[src/rtl/fixed_point_mul_arbiter.sv]
`default_nettype none
// ============================================================================
// Module      : fixed_point_mul_arbiter
// Description : Round-robin arbiter sharing one signed fixed-point multiplier
//               between NREQ requesters. The winner's operands are multiplied
//               at full precision, converted to WOI.WOF with truncation or
//               round-to-nearest plus saturation, and returned through one
//               registered, back-pressurable result port tagged with the
//               requester index.
// Ports       : clk, rst             - clock, synchronous active-high reset
//               req_valid/req_ready  - per-requester handshake (NREQ bits)
//               req_a/req_b          - packed operands, requester i in slice i
//               out_valid/out_ready  - result handshake
//               out_id               - index of the requester owning the result
//               out, out_overflow    - converted result and saturation flag
// Revision    : 1.0 - initial release
// ============================================================================
module fixed_point_mul_arbiter #(
    parameter int NREQ  = 4,
    parameter int WIIA  = 8,
    parameter int WIFA  = 8,
    parameter int WIIB  = 8,
    parameter int WIFB  = 8,
    parameter int WOI   = 8,
    parameter int WOF   = 8,
    parameter int ROUND = 1,
    localparam int IW   = (NREQ > 1) ? $clog2(NREQ) : 1
) (
    input  logic                          clk,
    input  logic                          rst,
    input  logic [NREQ-1:0]               req_valid,
    output logic [NREQ-1:0]               req_ready,
    input  logic [NREQ*(WIIA+WIFA)-1:0]   req_a,
    input  logic [NREQ*(WIIB+WIFB)-1:0]   req_b,
    output logic                          out_valid,
    input  logic                          out_ready,
    output logic [IW-1:0]                 out_id,
    output logic [WOI+WOF-1:0]            out,
    output logic                          out_overflow
);

    localparam int c_WA = WIIA + WIFA;
    localparam int c_WB = WIIB + WIFB;
    localparam int c_WP = c_WA + c_WB;
    localparam int c_PI = WIIA + WIIB;
    localparam int c_PF = WIFA + WIFB;
    localparam int c_WO = WOI + WOF;
    // Working width: wide enough for the product, the rounding bias, any
    // left shift, and a guard bit above the output range for the fit test.
    localparam int c_WV = c_PI + c_PF + WOI + WOF + 2;

    // ------------------------------------------------------------------
    // Registered state
    // ------------------------------------------------------------------
    logic [IW-1:0]   r_ptr;
    logic            r_out_valid;
    logic [IW-1:0]   r_out_id;
    logic [c_WO-1:0] r_out;
    logic            r_out_overflow;

    // ------------------------------------------------------------------
    // Arbitration
    // ------------------------------------------------------------------
    logic            w_slot_free;
    logic            w_hit_hi;
    logic [IW-1:0]   w_idx_hi;
    logic            w_hit_any;
    logic [IW-1:0]   w_idx_any;
    logic [IW-1:0]   w_gnt_idx;
    logic            w_grant;
    logic [IW-1:0]   w_ptr_next;

    assign w_slot_free = ~r_out_valid | out_ready;

    // Round-robin search as two priority encoders: the lowest valid index at
    // or above ptr wins; if there is none, the search has wrapped and the
    // lowest valid index overall wins.
    always_comb begin
        w_hit_hi  = 1'b0;
        w_idx_hi  = '0;
        w_hit_any = 1'b0;
        w_idx_any = '0;
        for (int j = NREQ - 1; j >= 0; j--) begin
            if (req_valid[j]) begin
                w_hit_any = 1'b1;
                w_idx_any = IW'(j);
                if (IW'(j) >= r_ptr) begin
                    w_hit_hi = 1'b1;
                    w_idx_hi = IW'(j);
                end
            end
        end
    end

    assign w_gnt_idx  = w_hit_hi ? w_idx_hi : w_idx_any;
    assign w_grant    = w_slot_free & w_hit_any & ~rst;
    assign req_ready  = w_grant ? (NREQ'(1) << w_gnt_idx) : '0;
    assign w_ptr_next = (w_gnt_idx == IW'(NREQ - 1)) ? '0 : w_gnt_idx + 1'b1;

    // ------------------------------------------------------------------
    // Operand selection and full-precision product
    // ------------------------------------------------------------------
    logic [c_WA-1:0]        w_sel_a;
    logic [c_WB-1:0]        w_sel_b;
    logic signed [c_WP-1:0] w_a_ext;
    logic signed [c_WP-1:0] w_b_ext;
    logic signed [c_WP-1:0] w_prod;
    logic signed [c_WV-1:0] w_prod_ext;
    logic signed [c_WV-1:0] w_scaled;

    always_comb begin
        w_sel_a = '0;
        w_sel_b = '0;
        for (int j = 0; j < NREQ; j++) begin
            if (IW'(j) == w_gnt_idx) begin
                w_sel_a = req_a[j*c_WA +: c_WA];
                w_sel_b = req_b[j*c_WB +: c_WB];
            end
        end
    end

    assign w_a_ext    = c_WP'($signed(w_sel_a));
    assign w_b_ext    = c_WP'($signed(w_sel_b));
    assign w_prod     = w_a_ext * w_b_ext;
    assign w_prod_ext = c_WV'(w_prod);

    // ------------------------------------------------------------------
    // Fraction conversion: widen with zeros or drop bits
    // ------------------------------------------------------------------
    generate
        if (WOF >= c_PF) begin : g_frac_ext
            assign w_scaled = w_prod_ext <<< (WOF - c_PF);
        end else begin : g_frac_red
            localparam int c_D = c_PF - WOF;
            localparam logic [c_WV-1:0] c_ONE = c_WV'(1);
            // Half an output LSB; adding it before the arithmetic shift gives
            // round-half-up, leaving it zero gives truncation toward -inf.
            localparam logic signed [c_WV-1:0] c_BIAS =
                (ROUND != 0) ? $signed(c_ONE << (c_D - 1)) : '0;
            assign w_scaled = (w_prod_ext + c_BIAS) >>> c_D;
        end
    endgenerate

    // ------------------------------------------------------------------
    // Integer conversion with saturation
    // ------------------------------------------------------------------
    logic [c_WV-c_WO:0] w_hi;
    logic               w_fits;
    logic [c_WO-1:0]    w_conv;

    // The value fits when every bit from the output sign bit upward agrees.
    assign w_hi   = w_scaled[c_WV-1:c_WO-1];
    assign w_fits = (&w_hi) | ~(|w_hi);
    assign w_conv = w_fits             ? w_scaled[c_WO-1:0] :
                    w_scaled[c_WV-1]   ? {1'b1, {(c_WO-1){1'b0}}} :
                                         {1'b0, {(c_WO-1){1'b1}}};

    // ------------------------------------------------------------------
    // Result register and pointer
    // ------------------------------------------------------------------
    always_ff @(posedge clk) begin
        if (rst) begin
            r_ptr          <= '0;
            r_out_valid    <= 1'b0;
            r_out_id       <= '0;
            r_out          <= '0;
            r_out_overflow <= 1'b0;
        end else if (w_grant) begin
            r_ptr          <= w_ptr_next;
            r_out_valid    <= 1'b1;
            r_out_id       <= w_gnt_idx;
            r_out          <= w_conv;
            r_out_overflow <= ~w_fits;
        end else if (out_ready) begin
            // Drain with no refill: payload holds, only valid drops.
            r_out_valid    <= 1'b0;
        end
    end

    assign out_valid    = r_out_valid;
    assign out_id       = r_out_id;
    assign out          = r_out;
    assign out_overflow = r_out_overflow;

endmodule
`default_nettype wire

[config.mk]
export PLATFORM = sky130hd
export DESIGN_NAME = fixed_point_mul_arbiter
export DESIGN_NICKNAME = d
export VERILOG_FILES = /design/src/rtl/fixed_point_mul_arbiter.sv
export SDC_FILE = /design/constraint.sdc
export NUM_CORES = 1
export LEC_CHECK = 0
export CAP_MARGIN = 20
export CELL_PAD_IN_SITES_DETAIL_PLACEMENT = 0
export CELL_PAD_IN_SITES_GLOBAL_PLACEMENT = 1
export CORE_MARGIN = 5
export CORE_UTILIZATION = 40
export CTS_BUF_LIST = sky130_fd_sc_hd__clkbuf_16
export DETAILED_ROUTE_END_ITERATION = 10
export HOLD_SLACK_MARGIN = 0.12
export PLACE_DENSITY_LB_ADDON = 0.1
export RECOVER_POWER = 50
export SYNTH_ARGS = -nofsm -noshare
export SYNTH_HDL_FRONTEND = slang
export SYNTH_SLANG_ARGS = --single-unit
[constraint.sdc]
create_clock -name clk -period 12 [get_ports clk]
set_input_delay 3 -clock clk [delete_from_list [all_inputs] [get_ports clk]]
set_output_delay 3 -clock clk [all_outputs]
set_load 0.01 [all_outputs]
==> results.toml, run 1 <==
[outcome]
outcome = "completed"

[routing]
wl_um = 40850
drc = 0
dr_total_vias = 11003
avgRoutedWirePerCell_um = 18.96
via_per_inst = 5.106
ant_nets = 0
drtPass1Iterations = 5
drtIter0Drc = 551

[cells_and_area]
final.fill_count = 2954
stdcell_count = 2155
nNetsFinal = 2243
regArea_um2 = 440.4
drive_gt1_frac = 0.1274
multi_input_area_mm2 = 0.01059
area_growth_syn_to_layout_pct = 28.41

[run]
drv_cap = 0

[clocking]
cts-htree-levels = 1
clk-insertion-delay-late_ps = 270
cts_sinks = 22
clk_pin_slew_ps = 70
cts_root_buf = "clkbuf_16"
clockBufferDepth = 2
ctsHoldBuffers = 0
cts_tree = "yes"
numCtsBuffers = 3

[setup_path]
path_max_fanout = 6
cp.required_ps = 12110
worstPathBufferInverterCount = 11
cp_data_arrival_time_ps = 11730
critPathTopFamily = "adder cells"
worstSetupEndpointType = "flop"
setup.worst_path.start_class = "input port"
criticalPathCategory = "in2reg"
cp_slowest_stage_delay_ps = 550
critPathSlowestCell = "fa_1"

[floorplanning]
row_count = 64
core_area_mm2 = 0.03043
dieArea_mm2 = 0.03422
initial_core_util = 0.4025
ioPinCount = 159
dieHeight_um = 185.0
die_w_um = 185.0

[logic_synthesis]
synthCells = 1509
ys_seq_elements = 22
avgSynthCellArea_um2 = 8.117
synth_flop_cell = "dfxtp_1"
synth_edf_count = 0
synthArstFlopShare = 0
synthesis.area_mm2 = 0.01225
synth_cell_types = 64
yosysSeqAreaShare = 0.03596
ys.warnings.count = 0
syn_nets = 1993

[timing]
worst_pin_slew_ps = 1035
slew_violations = 0
setup_ws_ps = 382.5
hold_violations = 0
fin_crit_sh = 0.9681
fmax_mhz = 86.08
max_slew_margin = 0.3076
setup_violations = 0
clock_skew_ps = 6.428
fin_crit_ps = 11620

[grt]
grt_pass1_wl_um = 63090
grt_pass1_vias = 11478
antenna_found_initial = 0
grt_max_degree = 65
track_usage = 0.2350
grt_overflow = 0

[placement]
portBuffers = 158
gp_congestion = 0.9236
pre_cts_ws_ps = -284.6
dp_hpwl_um = 35290
dp.cells = 2123

[worst_hold_path]
min_path_type = "reg2reg"
-- area by class of cell --
type,instances,share of cell area
repair buffers,310,0.1866
inverters,309,0.07375
diodes,1,0.0001591
clock buffers,3,0.004773
well taps,396,0.03150
flip-flops and latches,22,0.02800
multi-input cells,1113,0.6734
clock inverters,1,0.001909
-- timing repair --
item,in CTS,in global routing
buffers inserted,0,22
cloned,0,5
hold endpoints to repair,0,0
endpoints found under the setup margin,11,16
gates resized for setup,2,61
pin swaps,0,22
-- logic make-up after synthesis --
logic type,after synthesis,synth area share
and+or+nand+nor,499,0.1738
adders and majority gates,349,0.5202
DFF,22,0.03596
muxes,2,0.001635
xor gates and xnor gates,29,0.02074
buffers and inverters,374,0.1158
AOI/OAI and AO/OA,234,0.1319
-- cells in the mapped netlist, types with 4 or more instances --
cell type / count / area share
o21ai_0: 16 / 0.0065
fa_1: 267 / 0.44
nor4_1: 4 / 0.0020
and2_1: 12 / 0.0061
o221ai_1: 4 / 0.0029
nand2b_1: 13 / 0.0066
nand3_1: 18 / 0.0074
xnor2_1: 22 / 0.016
a21oi_1: 96 / 0.039
a221oi_1: 4 / 0.0029
xor2_1: 7 / 0.0050
o211ai_1: 6 / 0.0037
or2_2: 4 / 0.0020
nor3_1: 20 / 0.0082
buf_1: 6 / 0.0018
ha_1: 82 / 0.084
o32ai_2: 10 / 0.013
inv_1: 309 / 0.095
clkbuf_1: 54 / 0.017
a31oi_1: 4 / 0.0020
a22oi_1: 24 / 0.015
dfxtp_1: 22 / 0.036
nor2b_1: 7 / 0.0036
nand2_1: 171 / 0.052
nand4_1: 7 / 0.0036
o21bai_1: 6 / 0.0037
nor2_1: 222 / 0.068
a21o_1: 32 / 0.020
-- tightest hold or removal path: cells and delay by family, from the launching register on --
family / cells / cell delay, ps
compound gates: 1 / 60
flops: 1 / 310
simple gates: 1 / 50
-- metal layers --
layer / wire [um] / track usage
met1: 17630 / 0.3260
met2: 19690 / 0.4011
met3: 2229 / 0.02573
met4: 1302 / 0.04874
met5: 0 / 0
-- cells in the final DEF (no fill, tap or decap), types with 5 or more instances in the layout --
master             n
nand3_1           18
xnor2_1           22
nor2b_1            7
nand4_1            7
buf_12             9
o211ai_1           6
a21o_1            23
clkbuf_16          7
nor2_1           218
fa_1             263
a21oi_1           84
dlygate4sd3_1     21
o21ai_0           15
nor3_1            18
inv_1            309
and2_1            12
clkdlybuf4s50_1  133
nand2_1          171
o32ai_2           10
buf_4            134
a21o_2             6
dfxtp_1           22
xor2_1             7
buf_6              5
a22oi_1           20
o21bai_1           6
a21oi_2           12
ha_1              77
nand2b_1          13
-- per-stage QoR --
step	hold WS (ps)	utilization	area (um2)	TNS (ps)
global route	476.1	0.5168	15730	-19.70
global placement	447.1	0.4967	15110	-2197
floorplan	479.6	-	12250	0
CTS	466.5	0.5004	15230	0
finish	460.9	0.5169	15730	0
detailed placement	456.0	0.4967	15110	-3674
-- sequential cells by signal (all words and copies together), names as in the netlist --
signal / count
out: 16
r_ptr: 2
out_overflow: 1
out_id: 2
out_valid: 1
-- worst paths after layout --
path	start	to	slack [ps]	cells after the start
hold / removal	out_id[0]	out_id[0]	460	2
hold reg to reg	out_id[0]	out_id[0]	460	2
setup / recovery	req_valid[0]	out[0]	380	38
setup reg to reg	r_ptr[0]	out[0]	2890	36
Power of run 1 is left out: the tool's default activity adds up to more than one toggle a clock period on the data nets, which glitch-free logic cannot reach.
==> inputs of run 2 (changes only) <==
--- a/config.mk
+++ b/config.mk
@@ -9,7 +9,7 @@
 export CELL_PAD_IN_SITES_DETAIL_PLACEMENT = 0
 export CELL_PAD_IN_SITES_GLOBAL_PLACEMENT = 1
 export CORE_MARGIN = 5
-export CORE_UTILIZATION = 40
+export CORE_UTILIZATION = 35
 export CTS_BUF_LIST = sky130_fd_sc_hd__clkbuf_16
 export DETAILED_ROUTE_END_ITERATION = 10
 export HOLD_SLACK_MARGIN = 0.12
@@ -18,3 +18,4 @@
 export SYNTH_ARGS = -nofsm -noshare
 export SYNTH_HDL_FRONTEND = slang
 export SYNTH_SLANG_ARGS = --single-unit
+export TNS_END_PERCENT = 1
==> results.toml, run 2 (synthesized netlist as in run 1, its figures left out) <==
[outcome]
outcome = "completed"

[placement]
gp_congestion = 0.8952
portBuffers = 158
dp_hpwl_um = 36460

[timing]
worst_pin_slew_ps = 1109
setup_violations = 0
slew_violations = 0
hold_violations = 0
max_slew_margin = 0.2585
fmax_mhz = 87.38
rsz0062_at_grt = "false"
fin_crit_sh = 0.9536
clock_skew_ps = 6.268
fin_crit_ps = 11440

[grt]
grt_pass1_wl_um = 65130
grt_pass1_vias = 11623
antenna_found_initial = 0
track_usage = 0.2115
grt_max_degree = 66
grt_overflow = 0

[routing]
ant_nets = 0
avgRoutedWirePerCell_um = 18.44
wl_met3_um = 2596
topRoutingLayerUsed = "met4"
dr_total_vias = 10913
drc = 0
wl_met2_um = 19140
drtIter0Drc = 538
drtPass1Iterations = 5
wl_um = 41200
wl_met1_um = 18570
via_per_inst = 4.883

[cells_and_area]
final_cell_mix = "inv_1 (305), fa_1 (261), nor2_1 (222)"
num_antenna_cells = 0
fin_util = 0.4591
final.fill_count = 3487
nNetsFinal = 2265
largest_register_ffs = 16
drive_gt1_frac = 0.1416
layout_commonest_cell = "inv_1"
area_growth_syn_to_layout_pct = 29.49

[clocking]
ctsHoldBuffers = 0
clk-insertion-delay-late_ps = 270
cts-htree-levels = 1
clockBufferDepth = 2
cts_tree = "yes"
numCtsBuffers = 3
clk_pin_slew_ps = 70
cts_sinks = 22
cts_root_buf = "clkbuf_16"

[setup_path]
cp_data_arrival_time_ps = 11550
path_max_fanout = 11
setup.worst_path.start_class = "input port"
cp.required_ps = 12110
critPathSlowestCell = "fa_2"
crit_path_frequent_cell = "fa_1"
cp_slowest_stage_delay_ps = 620
criticalPathCategory = "in2reg"
worstSetupEndpointType = "flop"

[floorplanning]
ioPinCount = 159
core_area_mm2 = 0.03454
dieArea_mm2 = 0.03883
initial_core_util = 0.3546
dieHeight_um = 197.1
row_count = 68
die_w_um = 197.1

[run]
drv_cap = 0

[worst_hold_path]
min_path_type = "reg2reg"
-- run 2: cell count changes in the layout (fill, tap and decap cells not counted), moves of 3 or more --
cell	before	now
nor2_1	218	222
a21o_2	6	10
inv_2	0	4
nor2_2	4	0
ha_2	2	5
ha_4	3	0
buf_4	134	160
a21o_4	3	0
clkbuf_16	7	4
inv_1	309	305
-- run 2: worst paths after layout --
check,startpoint,slack [ps],depth (start not counted),to
worst min-delay path,out_id[0],450,2,out_id[0]
worst max register to register,r_ptr[0],3060,36,out[5]
worst min register to register,out_id[0],450,2,out_id[0]
worst max-delay path,req_valid[0],560,38,out[5]
-- run 2: cell type report --
| cell class | instances | area (um2) | area share |
|---|---|---|---|
| Multi-Input combinational cell | 1113 | 10560 | 0.6658 |
| Timing Repair Buffer | 332 | 3025 | 0.1908 |
| Inverter | 309 | 1160 | 0.07313 |
| Tap cell | 455 | 569.3 | 0.03589 |
| Sequential cell | 22 | 440.4 | 0.02777 |
| Clock buffer | 3 | 75.07 | 0.004733 |
| Clock inverter | 1 | 30.03 | 0.001893 |
-- run 2: worst max-delay path, delay by kind of cell --
family	cells	cell delay, ps
AND/OR/NAND/NOR	11	2360
adder cells (fa/ha/maj)	8	3610
AO/OA/AOI/OAI	11	1610
buffers and inverters	8	960
-- run 2: repair_timing --
action                                  CTS  global route
resized for setup                         0            70
buffers inserted                          0            17
endpoints found under the hold margin     0             0
endpoints found under the setup margin    0            17
-- run 2: per-layer routing --
metal  vias up  global-route usage
li1       5222                   -
met1      5337              0.3006
met2       312              0.3458
met3        42             0.03377
met4         0             0.04109
met5         -                   0
-- run 2: through the flow --
step	cells	setup WS [ps]	hold WS (ps)	instance area (um2)	setup TNS, ps
after global routing	2235	183.7	491.9	15860	0
after detailed placement	2212	-182.1	448.5	15400	-2149
after global placement	2212	-177.5	448.1	15400	-2327
after floorplan	1509	216.5	479.6	12250	0
final	2235	556.3	451.5	15860	0
after CTS	2216	39.14	459.0	15510	0
Power of run 2 is left out for the same reason.
